**config.mk**
```make
export PLATFORM = sky130hd
export DESIGN_NAME = line_buffer_sequencer
export DESIGN_NICKNAME = d
export VERILOG_FILES = /design/src/rtl/sobel_pkg.sv /design/src/rtl/pixel_position_counter.sv /design/src/rtl/line_buffer_sequencer.sv
export SDC_FILE = /design/constraint.sdc
export NUM_CORES = 1
export LEC_CHECK = 0
export ABC_AREA = 1
export CORE_MARGIN = 2
export CORE_UTILIZATION = 40
export DETAILED_ROUTE_END_ITERATION = 8
export GPL_TIMING_DRIVEN = 0
export PLACE_DENSITY = 0.67
export SLEW_MARGIN = 20
export SYNTH_ARGS = -nofsm -noshare
export SYNTH_HDL_FRONTEND = slang
export SYNTH_SLANG_ARGS = --single-unit
```
**constraint.sdc**
```tcl
create_clock -name clk -period 3.5 [get_ports clk]
set_input_delay 0.7 -clock clk [delete_from_list [all_inputs] [get_ports clk]]
set_output_delay 0.7 -clock clk [all_outputs]
set_load 0.02 [all_outputs]
```
**src/rtl/sobel_pkg.sv**
```systemverilog
// Shared definitions for the Sobel front end: sequencer state encoding,
// default pixel width and a counter-width helper.
package sobel_pkg;

   localparam int DATA_W_DEF = 8;

   typedef enum logic [1:0] {
      ST_IDLE = 2'd0,
      ST_FILL = 2'd1,
      ST_RUN  = 2'd2,
      ST_DONE = 2'd3
   } seq_state_t;

   // Width of a counter that holds 0..n-1; never narrower than one bit.
   function automatic int cnt_w(input int n);
      return (n < 2) ? 1 : $clog2(n);
   endfunction

endpackage

```
**src/rtl/pixel_position_counter.sv**
```systemverilog
// Raster position counter for one frame.
// Ports:
//   clk, rst   - clock, async active-high reset
//   clr        - synchronous clear to (0,0)
//   en         - advance one pixel
//   col, row   - current position
//   line_end   - col is the last column
//   frame_end  - position is the last pixel of the frame
module pixel_position_counter
   import sobel_pkg::*;
#(
   parameter int W = 640,
   parameter int H = 480
) (
   input  logic                clk,
   input  logic                rst,
   input  logic                clr,
   input  logic                en,
   output logic [cnt_w(W)-1:0] col,
   output logic [cnt_w(H)-1:0] row,
   output logic                line_end,
   output logic                frame_end
);

   localparam int CW = cnt_w(W);
   localparam int RW = cnt_w(H);
   localparam logic [CW-1:0] COL_LAST = CW'(W - 1);
   localparam logic [RW-1:0] ROW_LAST = RW'(H - 1);

   assign line_end  = (col == COL_LAST);
   assign frame_end = line_end && (row == ROW_LAST);

   always_ff @(posedge clk or posedge rst) begin
      if (rst) begin
         col <= '0;
         row <= '0;
      end else if (clr) begin
         col <= '0;
         row <= '0;
      end else if (en) begin
         if (line_end) begin
            col <= '0;
            // Wrap the row too so a non-power-of-two height never leaves
            // the counter parked outside the frame.
            row <= (row == ROW_LAST) ? '0 : row + RW'(1);
         end else begin
            col <= col + CW'(1);
         end
      end
   end

endmodule

```
**src/rtl/line_buffer_sequencer.sv**
```systemverilog
// Sequences one raster frame into the Sobel line-buffer chain and flags
// each pixel position whose 3x3 neighbourhood is complete.
// Ports:
//   clk, rst        - clock, async active-high reset
//   start_i         - arm capture of one frame (honoured only in IDLE)
//   pix_valid_i     - pixel present on pix_data_i
//   pix_data_i      - incoming pixel
//   lb_we_o         - line-buffer write enable (combinational)
//   lb_data_o       - pixel passed through to the line buffers
//   win_valid_o     - window centred on (win_row_o, win_col_o) is valid
//   win_row_o       - window centre row
//   win_col_o       - window centre column
//   busy_o          - frame capture in progress
//   frame_done_o    - one-cycle pulse after the last pixel
//
// state | meaning
// IDLE  | waiting for start_i, pixels ignored
// FILL  | priming the first two lines, no windows yet
// RUN   | steady state, windows emitted for row>=2, col>=2
// DONE  | one cycle after the last pixel, frame_done_o high
module line_buffer_sequencer
   import sobel_pkg::*;
#(
   parameter int IMG_WIDTH  = 640,
   parameter int IMG_HEIGHT = 480,
   parameter int DATA_W     = DATA_W_DEF
) (
   input  logic                         clk,
   input  logic                         rst,
   input  logic                         start_i,
   input  logic                         pix_valid_i,
   input  logic [DATA_W-1:0]            pix_data_i,
   output logic                         lb_we_o,
   output logic [DATA_W-1:0]            lb_data_o,
   output logic                         win_valid_o,
   output logic [cnt_w(IMG_HEIGHT)-1:0] win_row_o,
   output logic [cnt_w(IMG_WIDTH)-1:0]  win_col_o,
   output logic                         busy_o,
   output logic                         frame_done_o
);

   localparam int CW = cnt_w(IMG_WIDTH);
   localparam int RW = cnt_w(IMG_HEIGHT);

   seq_state_t    state;
   seq_state_t    state_nxt;
   logic [CW-1:0] col;
   logic [RW-1:0] row;
   logic          line_end;
   logic          frame_end;
   logic          accept;
   logic          clr;
   logic          win_hit;

   assign accept    = pix_valid_i && ((state == ST_FILL) || (state == ST_RUN));
   assign clr       = (state == ST_IDLE) && start_i;
   assign lb_we_o   = accept;
   assign lb_data_o = pix_data_i;

   // Rows 0/1 are never seen in RUN, so only the column edge needs masking
   // in practice; the row term keeps the intent explicit.
   assign win_hit = (state == ST_RUN) && accept &&
                    (row >= RW'(2)) && (col >= CW'(2));

   pixel_position_counter #(
      .W (IMG_WIDTH),
      .H (IMG_HEIGHT)
   ) u_pos (
      .clk       (clk),
      .rst       (rst),
      .clr       (clr),
      .en        (accept),
      .col       (col),
      .row       (row),
      .line_end  (line_end),
      .frame_end (frame_end)
   );

   always_comb begin
      state_nxt = state;
      case (state)
         ST_IDLE: if (start_i) state_nxt = ST_FILL;
         ST_FILL: if (accept && line_end && (row == RW'(1))) state_nxt = ST_RUN;
         ST_RUN:  if (accept && frame_end) state_nxt = ST_DONE;
         ST_DONE: state_nxt = ST_IDLE;
         default: state_nxt = ST_IDLE;
      endcase
   end

   always_ff @(posedge clk or posedge rst) begin
      if (rst) begin
         state        <= ST_IDLE;
         win_valid_o  <= 1'b0;
         win_row_o    <= '0;
         win_col_o    <= '0;
         busy_o       <= 1'b0;
         frame_done_o <= 1'b0;
      end else begin
         state        <= state_nxt;
         win_valid_o  <= win_hit;
         busy_o       <= (state_nxt == ST_FILL) || (state_nxt == ST_RUN);
         frame_done_o <= (state_nxt == ST_DONE);
         if (win_hit) begin
            win_row_o <= row - RW'(1);
            win_col_o <= col - CW'(1);
         end
      end
   end

endmodule
```
==> run metrics, run 1 <==
# DRC 0; routability cong. slightly above 0.9; setup TNS 0 ns; wire per inst 12.4 µm; CTS Buf Count 5; via total after detailed routing 2267; placed insts 449; Peak VDD IR 309 µV; Ant. Diodes 0; post-synthesis cell area 2680 µm²; Chip Height 85.9 µm; Yosys top cell by area dfrtp_1; ys flop type dfrtp_1; Most common cell on crit path clkdlybuf4s50_1; Post-synth EDFFs 0; dpl hpwl approximately 4400 µm; RSZ-0062 raised after global routing no; worst skew pair latency around 0.30 ns; post-synthesis instance total 337; DR iter-0 viols 219; Setup violations, final 0; Vias/cell 4.96; first-pass GRT wire length roughly 9800 µm; buffers plus inverters on the worst setup path 3; GRT overflow 0; Hold WC Path Type flip-flop to flip-flop; Post-CTS Resized 0; Worst Hold Launch win_col_o[6]$_DFFE_PP0P_; r2r endpoint busy_o$_DFF_PP0_; Fmax achieved between 300 and 400 MHz; multi-input logic area roughly 1300 µm²; startpoint type of the worst setup path input pin; Global Route Usage Sum 0.165; Die W approximately 86 µm; max_slew headroom 0.698; Sink Count 43; critical path fanouts, max 8; placed inst area about 3100 µm²; antenna-violating nets left 0; Hold Buf Count CTS 0; Seq/Total Area, Yosys 0.401; #FFs+latches synth 43; Hold Path Stages 2; min Tclk post-route 2.85 ns; Net count, final 402; crit path DAT 2.15 ns; Initial Utilization 0.418; Setup Skew 0.00773 ns; io pins 43; pwr dens 580 nW/µm²; share of layout cells above drive strength 1 0.132; core area 6420 µm²; area grow syn2layout 22.0%; outcome complete, no violations; Worst-Margin Slew 0.453 ns; post-synthesis cell type count 31; Synth warnings 0; Final Cell Area 3270 µm²; Max Root-Sink Buffers 2; reg2reg setup slack ~1.6 ns; reg2reg start state[1]$_DFF_PP0_; fillcell total 608; R2R cell count 11; Port Buf Inserts 34; final WL between 5000 and 6000 µm; Tcrit/Tclk final 0.815; Max Slew Vio Count 0; Post-CTS Setup Inserts 0; CP Data Required Time ~2.8 ns; Die ar. 7380 µm²; FF+latch area ~1100 µm²; Max Cap Viol 0; top cells by area, synth dfrtp_1 (40%), nand2_1 (14%), xor2_1 (5.5%); CP max stage cell clkdlybuf4s50_1; Synth top area share 0.401; Avg Inst Size Synth 7.96 µm²; syn_nets 360; Row Count 29; Clock transition at path regs 0.08 ns; clock root buffer master clkbuf_8; maximum number of pins on one net before global-route repair 26; CP Capture Type output port; post-synthesis async set-or-reset flop share 1.00; Hold Vio Cnt, Final 0; Cell Chain, Critical Path clkdlybuf4s50_1 -> nand2_1 -> inv_2 -> clkdlybuf4s50_1; Hold Path End win_col_o[6]$_DFFE_PP0P_; crit path from pix_valid_i; H-tree depth 2; TritonRoute pass-1 iters 5; initial antenna violation count 0; Lkg Pwr roughly 1.6 nW; vias in the first global route 2118; Non-Filler Instances ~460; CTS tree yes; CP Class input pin to output port; Crit path max-delay family buffers and inverters; Max stage delay on crit path 0.64 ns
==> flip-flops by register name, indices dropped and copies added, names as in the netlist <==
signal and flops:
u_pos.col 10, win_col_o 10, u_pos.row 9, win_row_o 9
state 2, busy_o 1, frame_done_o 1, win_valid_o 1
==> per-layer routing <==
layer | wire [µm] | global-route usage
met1 | 2730 | 0.231
met2 | 2550 | 0.259
met3 | 311 | 0.0337
met4 | 75 | 0.0447
met5 | 0 | 0
==> final cells by class <==
cell class | count | area share
multi-input combinational | 243 | 0.406
sequential | 43 | 0.329
timing repair buffer | 35 | 0.110
buffer | 16 | 0.0451
inverter | 35 | 0.0401
tap | 77 | 0.0294
clock buffer | 6 | 0.0222
clock inverter | 2 | 0.0183
==> metrics by stage <==
step	worst slack [ns]	util	hold slack (ns)	total power, W
floorplan	1.77	-	0.493	0.00127
detailed placement	0.655	0.489	0.467	0.00145
global placement	0.641	0.486	0.463	0.00143
CTS	0.647	0.510	0.487	0.00191
global route	0.585	0.510	0.505	0.00205
finish	0.649	0.510	0.482	0.00190
==> worst max-delay path by stage <==
stage,to,slack (ns),cells after the start
after floorplan,busy_o$_DFF_PP0_,1.77,9
after global placement,lb_we_o,0.64,4
after detailed placement,lb_we_o,0.66,4
after CTS,lb_we_o,0.65,4
after global routing,lb_we_o,0.58,4
final,lb_we_o,0.65,4
==> cell usage in the layout, fill, tap and decap left out, drive strengths merged, types with 2 or more instances in the layout <==
cell,netlist,routed
nand4,9,9
bufinv,0,2
inv,35,35
ha,11,11
nand3,26,26
dfrtp,43,43
xor2,17,17
clkdlybuf4s50,0,34
nor3,13,13
nor2,36,36
nand3b,2,2
a21oi,7,7
clkbuf,1,7
buf,15,16
nand2,104,104
a22oi,2,2
o21ai,11,11
==> worst min-delay path, delay by kind of cell (launching register included) <==
family | cells | cell delay, ns
flip-flops | 1 | 0.35
AND/OR/NAND/NOR | 2 | 0.10
==> synth_stat cells (7+ instances only) <==
| cell | number |
|---|---|
| nor2_1 | 30 |
| dfrtp_1 | 43 |
| inv_1 | 31 |
| o21ai_0 | 10 |
| buf_4 | 9 |
| nor3_1 | 10 |
| xor2_1 | 17 |
| ha_1 | 11 |
| nand4_1 | 9 |
| nand2_1 | 98 |
| a21oi_1 | 7 |
| nand3_1 | 21 |
==> where the power goes <==
part | leakage, nW | switching [W] | total, W | internal (W)
Sequential | 0.587 | 0.0000711 | 0.000630 | 0.000559
Clock | 0.0654 | 0.000174 | 0.000459 | 0.000285
Combinational | 0.934 | 0.000504 | 0.000808 | 0.000305
==> kinds of logic (layout without fill, tap and decap cells) <==
kind of cell / after synthesis / count (layout) / share of synthesized area
XOR/XNOR: 17 / 17 / 0.0555
adder cells (fa/ha/maj): 11 / 11 / 0.0513
buffers and inverters: 51 / 94 / 0.104
AO/OA/AOI/OAI: 24 / 24 / 0.0541
AND/OR/NAND/NOR: 191 / 191 / 0.334
flip-flops: 43 / 43 / 0.401
Note: power is estimated with default switching activity, not from simulation.
==> run 2: changes to the inputs <==
Clock period 3.5 ns to 2.79 ns, I/O delays scaled along.
==> results of run 2 <==
The final DEF is identical to that of run 1. Status: complete, no violations.
Main changes from that run: setup slack after placement 0.655 ns -> 0.229 ns; setup slack after layout 0.649 ns -> 0.198 ns; start point of the critical path pix_valid_i -> state[1]$_DFF_PP0_; register-to-register setup slack 1.61 ns -> 0.90 ns; total power 0.00190 W -> 0.00238 W; worst IR drop on VDD 309 µV -> 388 µV
